File: config.mk
export PLATFORM = sky130hd
export DESIGN_NAME = ibex_mem_arbiter
export DESIGN_NICKNAME = d
export VERILOG_FILES = /design/src/rtl/ibex_mem_arbiter.sv
export SDC_FILE = /design/constraint.sdc
export NUM_CORES = 1
export LEC_CHECK = 0
export CAP_MARGIN = 20
export CORE_AREA = 5 5 121 123
export CTS_CLUSTER_DIAMETER = 150
export DETAILED_ROUTE_END_ITERATION = 16
export DIE_AREA = 0 0 126 128
export MAX_ROUTING_LAYER = met4
export PLACE_DENSITY = 0.65
export SETUP_SLACK_MARGIN = 0.4
export SYNTH_ARGS = -nofsm -noshare
export SYNTH_HDL_FRONTEND = slang
export SYNTH_SLANG_ARGS = --single-unit
File: constraint.sdc
create_clock -name i_clk -period 5 [get_ports i_clk]
set_input_delay 0.75 -clock i_clk [delete_from_list [all_inputs] [get_ports i_clk]]
set_output_delay 0.75 -clock i_clk [all_outputs]
set_load 0.01 [all_outputs]
File: src/rtl/ibex_mem_arbiter.sv
// ---------------------------------------------------------------------------
// ibex_mem_arbiter
//
// Shares one downstream req/gnt/rvalid memory port among NUM_HOSTS requesters.
// Arbitration is round-robin. Once a host is presented to memory, it is locked
// in until the grant arrives, so the downstream request stays stable across a
// stall. An in-order FIFO of granted host IDs routes each response back to
// the host that issued the request.
//
// Ports
//   i_clk, i_reset                    clock, synchronous active-high reset
//   i_host_req / o_host_gnt           per-host request / zero-latency grant
//   i_host_addr/we/be/wdata/wintg     packed per-host request fields, host 0 in LSBs
//   o_host_rvalid                     per-host response valid
//   o_host_rdata/rintg/error          shared response fields, qualified by o_host_rvalid
//   o_mem_req, i_mem_gnt              downstream request handshake
//   o_mem_addr/we/be/wdata/wintg      selected host's fields (zero when idle)
//   i_mem_rvalid/rdata/rintg/error    downstream response
//   o_outstanding                     granted-but-unanswered transaction count
//   o_err_spurious                    sticky: response arrived with nothing outstanding
// ---------------------------------------------------------------------------
module ibex_mem_arbiter #(
    parameter int NUM_HOSTS       = 2,
    parameter int ADDR_WIDTH      = 32,
    parameter int DATA_WIDTH      = 32,
    parameter int INTG_WIDTH      = 7,
    parameter int MAX_OUTSTANDING = 4,
    localparam int BE_WIDTH       = DATA_WIDTH / 8,
    localparam int CNT_WIDTH      = $clog2(MAX_OUTSTANDING + 1)
) (
    input  logic                            i_clk,
    input  logic                            i_reset,

    input  logic [NUM_HOSTS-1:0]            i_host_req,
    output logic [NUM_HOSTS-1:0]            o_host_gnt,
    input  logic [NUM_HOSTS*ADDR_WIDTH-1:0] i_host_addr,
    input  logic [NUM_HOSTS-1:0]            i_host_we,
    input  logic [NUM_HOSTS*BE_WIDTH-1:0]   i_host_be,
    input  logic [NUM_HOSTS*DATA_WIDTH-1:0] i_host_wdata,
    input  logic [NUM_HOSTS*INTG_WIDTH-1:0] i_host_wintg,
    output logic [NUM_HOSTS-1:0]            o_host_rvalid,
    output logic [DATA_WIDTH-1:0]           o_host_rdata,
    output logic [INTG_WIDTH-1:0]           o_host_rintg,
    output logic                            o_host_error,

    output logic                            o_mem_req,
    input  logic                            i_mem_gnt,
    output logic [ADDR_WIDTH-1:0]           o_mem_addr,
    output logic                            o_mem_we,
    output logic [BE_WIDTH-1:0]             o_mem_be,
    output logic [DATA_WIDTH-1:0]           o_mem_wdata,
    output logic [INTG_WIDTH-1:0]           o_mem_wintg,
    input  logic                            i_mem_rvalid,
    input  logic [DATA_WIDTH-1:0]           i_mem_rdata,
    input  logic [INTG_WIDTH-1:0]           i_mem_rintg,
    input  logic                            i_mem_error,

    output logic [CNT_WIDTH-1:0]            o_outstanding,
    output logic                            o_err_spurious
);

    localparam int ID_WIDTH  = $clog2(NUM_HOSTS);
    localparam int PTR_WIDTH = (MAX_OUTSTANDING > 1) ? $clog2(MAX_OUTSTANDING) : 1;

    localparam logic [ID_WIDTH-1:0]  LAST_HOST  = ID_WIDTH'(NUM_HOSTS - 1);
    localparam logic [PTR_WIDTH-1:0] LAST_SLOT  = PTR_WIDTH'(MAX_OUTSTANDING - 1);
    localparam logic [CNT_WIDTH-1:0] FULL_COUNT = CNT_WIDTH'(MAX_OUTSTANDING);

    // -----------------------------------------------------------------------
    // State
    // -----------------------------------------------------------------------
    logic [ID_WIDTH-1:0]  r_rr_ptr;
    logic                 r_locked;
    logic [ID_WIDTH-1:0]  r_lock_id;
    logic [ID_WIDTH-1:0]  r_fifo [MAX_OUTSTANDING];
    logic [PTR_WIDTH-1:0] r_wr_ptr;
    logic [PTR_WIDTH-1:0] r_rd_ptr;
    logic [CNT_WIDTH-1:0] r_count;
    logic                 r_err_spurious;

    // -----------------------------------------------------------------------
    // Unpack the per-host request fields into arrays indexed by host ID
    // -----------------------------------------------------------------------
    logic [ADDR_WIDTH-1:0] w_addr  [NUM_HOSTS];
    logic [BE_WIDTH-1:0]   w_be    [NUM_HOSTS];
    logic [DATA_WIDTH-1:0] w_wdata [NUM_HOSTS];
    logic [INTG_WIDTH-1:0] w_wintg [NUM_HOSTS];

    for (genvar g = 0; g < NUM_HOSTS; g++) begin : g_unpack
        assign w_addr[g]  = i_host_addr[g*ADDR_WIDTH +: ADDR_WIDTH];
        assign w_be[g]    = i_host_be[g*BE_WIDTH +: BE_WIDTH];
        assign w_wdata[g] = i_host_wdata[g*DATA_WIDTH +: DATA_WIDTH];
        assign w_wintg[g] = i_host_wintg[g*INTG_WIDTH +: INTG_WIDTH];
    end

    // -----------------------------------------------------------------------
    // Round-robin search: first requester at or after r_rr_ptr, wrapping.
    // -----------------------------------------------------------------------
    logic [ID_WIDTH-1:0] w_idx;
    logic [ID_WIDTH-1:0] w_rr_sel;
    logic                w_rr_found;

    // NOTE: every variable driven here gets a default before the loop; a path
    // that leaves one unassigned would infer a latch.
    always_comb begin
        w_idx      = r_rr_ptr;
        w_rr_sel   = r_rr_ptr;
        w_rr_found = 1'b0;
        for (int i = 0; i < NUM_HOSTS; i++) begin
            if (!w_rr_found && i_host_req[w_idx]) begin
                w_rr_sel   = w_idx;
                w_rr_found = 1'b1;
            end
            w_idx = (w_idx == LAST_HOST) ? '0 : w_idx + 1'b1;
        end
    end

    // -----------------------------------------------------------------------
    // Request path (zero latency)
    // -----------------------------------------------------------------------
    logic [ID_WIDTH-1:0] w_sel;
    logic                w_full;
    logic                w_empty;
    logic                w_grant;
    logic                w_pop;
    logic [ID_WIDTH-1:0] w_head;

    // A stalled host keeps the port until granted, even if the rotation has
    // since moved on to a higher-priority requester.
    assign w_sel   = r_locked ? r_lock_id : w_rr_sel;
    assign w_full  = (r_count == FULL_COUNT);
    assign w_empty = (r_count == '0);

    assign o_mem_req = (|i_host_req) && !w_full;
    assign w_grant   = o_mem_req && i_mem_gnt;

    always_comb begin
        o_mem_addr  = '0;
        o_mem_we    = 1'b0;
        o_mem_be    = '0;
        o_mem_wdata = '0;
        o_mem_wintg = '0;
        o_host_gnt  = '0;
        if (o_mem_req) begin
            o_mem_addr  = w_addr[w_sel];
            o_mem_we    = i_host_we[w_sel];
            o_mem_be    = w_be[w_sel];
            o_mem_wdata = w_wdata[w_sel];
            o_mem_wintg = w_wintg[w_sel];
        end
        if (w_grant) begin
            o_host_gnt[w_sel] = 1'b1;
        end
    end

    // -----------------------------------------------------------------------
    // Response path (zero latency). Emptiness is judged before this cycle's
    // push, so a response coinciding with the first grant is still spurious.
    // -----------------------------------------------------------------------
    assign w_pop  = i_mem_rvalid && !w_empty;
    assign w_head = r_fifo[r_rd_ptr];

    always_comb begin
        o_host_rvalid = '0;
        if (w_pop) begin
            o_host_rvalid[w_head] = 1'b1;
        end
    end

    assign o_host_rdata   = i_mem_rdata;
    assign o_host_rintg   = i_mem_rintg;
    assign o_host_error   = i_mem_error;
    assign o_outstanding  = r_count;
    assign o_err_spurious = r_err_spurious;

    // -----------------------------------------------------------------------
    // Control state
    // -----------------------------------------------------------------------
    // NOTE: sequential state uses non-blocking assignments so every register
    // samples the pre-edge values of the others, independent of block order.
    always_ff @(posedge i_clk) begin
        if (i_reset) begin
            r_rr_ptr       <= '0;
            r_locked       <= 1'b0;
            r_lock_id      <= '0;
            r_wr_ptr       <= '0;
            r_rd_ptr       <= '0;
            r_count        <= '0;
            r_err_spurious <= 1'b0;
        end else begin
            if (w_grant) begin
                r_rr_ptr <= (w_sel == LAST_HOST) ? '0 : w_sel + 1'b1;
                r_locked <= 1'b0;
                r_wr_ptr <= (r_wr_ptr == LAST_SLOT) ? '0 : r_wr_ptr + 1'b1;
            end else if (o_mem_req) begin
                r_locked  <= 1'b1;
                r_lock_id <= w_sel;
            end

            if (w_pop) begin
                r_rd_ptr <= (r_rd_ptr == LAST_SLOT) ? '0 : r_rd_ptr + 1'b1;
            end

            // Grant is impossible while full, so a push never overflows.
            case ({w_grant, w_pop})
                2'b10:   r_count <= r_count + 1'b1;
                2'b01:   r_count <= r_count - 1'b1;
                default: r_count <= r_count;
            endcase

            if (i_mem_rvalid && w_empty) begin
                r_err_spurious <= 1'b1;
            end
        end
    end

    // NOTE: the ID storage has no reset; only slots between the read and write
    // pointers are ever read, and those pointers are reset.
    always_ff @(posedge i_clk) begin
        if (w_grant) begin
            r_fifo[r_wr_ptr] <= w_sel;
        end
    end

endmodule

=== Word-level counts from Yosys, hierarchy flattened ===
Memories as Yosys holds them, arrays and structs flattened. A register that Yosys moved wholly into a read port is not among the register bits.
Cells that the tools add are included.

* Add/subtract/negate cells: 6
* Order comparisons: 7
* Equal/unequal tests: 5
* Multiplexer cells: 41
* Bitwise gates (word level): 2
* Reductions and logical operators: 15

{| class="wikitable"
|+ Operator list
! cell !! count
|-
| $mux 32 || 8
|-
| $mux 7 || 4
|-
| $mux 1 || 16
|-
| $mux 4 || 4
|-
| $mux 2 || 6
|-
| $lt 1x2->1 const B || 4
|-
| $logic_and 1x1->1 || 7
|-
| $eq 2x2->1 const B || 3
|-
| $pmux 3 s2 || 1
|-
| $add 2x1->2 const B || 2
|-
| $reduce_or 2->1 || 2
|-
| $add 3x1->3 const B || 1
|-
| $eq 3x3->1 const B || 1
|-
| $logic_not 1->1 || 3
|-
| $logic_not 3->1 || 1
|-
| $sub 3x1->3 const B || 1
|-
| $add 1x1->1 const B || 2
|-
| $demux 1 s1 || 2
|-
| $eq 2x1->1 const B || 1
|-
| $ge 1x1->1 const B || 2
|-
| $ge 2x2->1 const B || 1
|-
| $not 1->2 || 1
|-
| $reduce_and 2->1 || 1
|-
| $reduce_bool 2->1 || 1
|-
| $not 1->1 || 1
|}

* Register bits after elaboration: 11
* RAM bits: 4
* Input port bits: 198
* Word-level logic and storage cells: 84
* Memories: 1

{| class="wikitable"
|+ Memories
! memory !! words !! width !! rd ports !! clocked after Yosys merged registers in !! write ports !! line !! text
|-
| r_fifo || 4 || 1 || 1 || 1 || 1 || 75 || <nowiki>logic [ID_WIDTH-1:0] r_fifo [MAX_OUTSTANDING];</nowiki>
|}

=== Logic depth before layout (Yosys ltp) ===
* Depth in word-level cells: 12
* Depth in mapped cells: 10
* Depth with buffers taken out: 8

=== Least setup slack after synthesis ===
Ideal clock, no wire load.

* Kind: input to output
* Start: input i_host_req[0]
* End: output o_mem_addr[18]
* Arrival time: 1782 ps
* Required time: 4250 ps
* Slack: 2468 ps
* Stages on the path: 6
* Buffers on the path: 3
* Path through: a21boi_1 > o31a_1 > buf_2 > buf_6 > buf_6 > mux2i_1

* Word-level cells in the longest chain between the ends: 12

{| class="wikitable"
|+ Ends and longest elaborated chain
! element !! line !! text
|-
| start: declaration || 34 || <nowiki>input logic [NUM_HOSTS-1:0] i_host_req,</nowiki>
|-
| $mux 1 (not written as such) (2 in a row) || 110 || <nowiki>if (!w_rr_found && i_host_req[w_idx]) begin</nowiki>
|-
| $mux 1 || 110 ||
|-
| $logic_not 1->1 || 110 ||
|-
| $logic_and 1x1->1 || 110 ||
|-
| $mux 1 || 110 ||
|-
| $mux 1 || 130 || <nowiki>assign w_sel = r_locked ? r_lock_id : w_rr_sel;</nowiki>
|-
| $not 1->2 (not written as such) || 145 || <nowiki>o_mem_addr = w_addr[w_sel];</nowiki>
|-
| $mux 32 (not written as such) (3 in a row) || 145 ||
|-
| $mux 32 * || 144 || <nowiki>if (o_mem_req) begin</nowiki>
|-
| end: declaration || 48 || <nowiki>output logic [ADDR_WIDTH-1:0] o_mem_addr,</nowiki>
|}

Every way passes the cells marked *; elsewhere a longest branch is shown, timed or not. The select of a mux whose other input is x is not followed.

=== Worst setup path in the final report ===
* Start: input i_host_req[0]
* End: output o_mem_addr[2]

Same word-level chain as after synthesis.

==> impl_metrics.tcl <==
set metrics [dict create \
    post_drt_wl_per_cell_microns 16.1 \
    clock-root-buffer "clkbuf_16" \
    synthToLayoutAreaGrowth_pct 81.6 \
    ir_drop_v 0.000113 \
    crit_type "in2out" \
    fin_worst_skew_ns 0.00334 \
    cts_buffer_depth 2 \
    synth_top_family_by_area "simple AND/OR/NAND/NOR gates" \
    mostFrequentLayoutCells "clkdlybuf4s50_1 (242), nand3_1 (153), mux2i_1 (77)" \
    path_clk_slew_ns 0.05 \
    netlist.top_cell.by_area "mux2i_1" \
    post-route-period-util 0.795 \
    grt_pass1_wl_mm 18.4 \
    die_y_microns 128 \
    cp.buffers_inverters 3 \
    end_kind "output port" \
    hold_viol 0 \
    synthXorXnorAreaFrac 0.00612 \
    final.setup.worst_slack_ns 1.02 \
    clk_latency_ns 0.25 \
    path_common_cell "clkdlybuf4s50_1" \
    cp_slowest_cell "clkdlybuf4s50_1" \
    cts_buffers 3 \
    core-area_sq_um 13600 \
    antenna_found_initial 0 \
    crit_chain "clkdlybuf4s50_1, a21boi_1, o31a_2, buf_12, mux2i_1, clkdlybuf4s50_1" \
    drv_cap 0 \
    drt-pass1-iter-count 5 \
    yosysTopAreaCellShare 0.269 \
    synth_async_sr_flop_share 0 \
    grt_pass1_vias 3577 \
    drive_above_1_share 0.0318 \
    pre_cts_ws_ns 1.01 \
    drc_errors 0 \
    seqCellArea_sq_um 380 \
    setup_tns_ns 0 \
    yosys-top-cells-area "mux2i_1 (27%), nand3_1 (27%), buf_4 (10%)" \
    initial_core_util 0.211 \
    p_per_area_nw_per_um2 288 \
    io_pins 323 \
    cts_hold_buf 0 \
    place.gp.congestion 0.903 \
    grt_start_max_net_pins 71 \
    htreeDepth 1 \
    tightestPinTransition_ns 0.894 \
    synth_compound_area_frac 0.0424 \
    fill_cells 1399 \
    setup_violations 0 \
    ys_seq_elements 17 \
    crit_family "buffers and inverters" \
    synth_edf_count 4 \
    antenna-diode-count 0 \
    ys_types 34 \
    multiInputGateArea_sq_um 1940 \
    drv_slew 0 \
    outcome "finished clean" \
    min_path_type "reg2reg" \
    clkSinkCount 17 \
    std_cell_rows 43 \
    dieWidth_microns 126 \
    cts_setup_buffers 0 \
    finalWirelength_mm 12.0 \
    fin_crit_ns 3.98 \
    arrival_ns 3.23 \
    grt_usage 0.139 \
    critPathMaxFanout 39 \
    max-slew-margin-rel 0.399 \
    cts.repair.resized 0 \
    cts_tree "done" \
    synthSimpleGateAreaFrac 0.316 \
    final_common_cell "clkdlybuf4s50_1" \
    die_area_sq_um 16100 \
    critPathMaxStageDelay_ns 0.59 \
    ant_nets 0 \
    dp_hpwl_mm 9.80 \
    num_vias 3538 \
    nNetsFinal 772 \
    synthMuxAreaShare 0.277 \
    max_freq_ghz 0.251 \
    syn_nets 601 \
    yosysWarningCount 0 \
    p_leak_nw 2.41 \
    synth_top_flop_cell "dfxtp_1" \
    routed_via_density 4.74 \
    syn_inst 396 \
    syn_area_per_cell_sq_um 7.22 \
    synthesis.area_sq_um 2860 \
    rsz0062_at_grt "false" \
    yosysSeqAreaShare 0.133 \
    synth_adder_area_share 0.0332 \
    dr.first_iter.drc_count 147 \
    worstPathRequired_ns 4.25 \
    critPathLaunchType "input pin" \
    overflow 0 \
    io_buffers 242 \
]
## worst paths after layout
path / start / to / slack (ns) / cells after the start
setup / recovery: i_host_req[0] / o_mem_addr[2] / 1.02 / 6
setup reg to reg: o_outstanding[2] / o_outstanding[2] / 2.08 / 9
hold reg to reg: o_err_spurious / o_err_spurious / 0.47 / 2
hold / removal: o_err_spurious / o_err_spurious / 0.47 / 2
## worst reg2reg max path: stages, from the launching register on
cell	delay (ns)
dfxtp_1	0.41
or3b_4	0.64
buf_4	0.36
nand2_1	0.19
ha_1	0.21
inv_1	0.06
fa_1	0.37
xor2_1	0.16
or3_1	0.31
a21oi_1	0.14
## layer usage
metal  track usage  share of wire  up-vias
met5             -              0        -
met4        0.0479          0.028        0
met3        0.0246          0.070       40
met2         0.248           0.51      180
met1         0.158           0.39     1599
li1              -              -     1719
## cells by family after synthesis
kind of cell / count (synthesis)
and+or+nand+nor: 179
buffers and inverters: 93
muxes: 78
xor gates and xnor gates: 2
AOI/OAI and AO/OA: 20
adders and majority gates: 7
DFF: 17
## metrics by stage
stage / hold slack, ns / total power [W] / cells / util / cell area, sq um
after CTS: 0.480 / 0.00151 / 746 / 0.383 / 5190
after global placement: 0.449 / 0.00133 / 742 / 0.377 / 5110
after floorplan: 0.463 / 0.000816 / 396 / - / 2860
after detailed placement: 0.469 / 0.00135 / 742 / 0.377 / 5110
final: 0.472 / 0.00150 / 746 / 0.383 / 5190
after global routing: 0.518 / 0.00160 / 746 / 0.383 / 5190
## report_power, final
group / switching [W] / internal (W)
clock network: 0.0000500 / 0.000107
logic: 0.000520 / 0.000617
registers: 0.0000307 / 0.000172
## synthesized netlist by cell type (4+ instances only)
library cell / n
buf_1: 9
ha_1: 6
dfxtp_1: 13
mux2i_1: 77
clkbuf_1: 12
buf_2: 21
a21oi_1: 7
inv_1: 8
o21ai_0: 5
nor2_1: 9
nand3_1: 153
buf_4: 40
and3_1: 4
edfxtp_1: 4
## final cells by class
type	count	area share
Timing Repair Buffer	251	0.489
Multi-Input combinational cell	286	0.373
Sequential cell	17	0.0732
Tap cell	180	0.0434
Clock buffer	3	0.0145
Inverter	8	0.00578
Clock inverter	1	0.000964
Note: power is estimated with default switching activity, not from simulation.
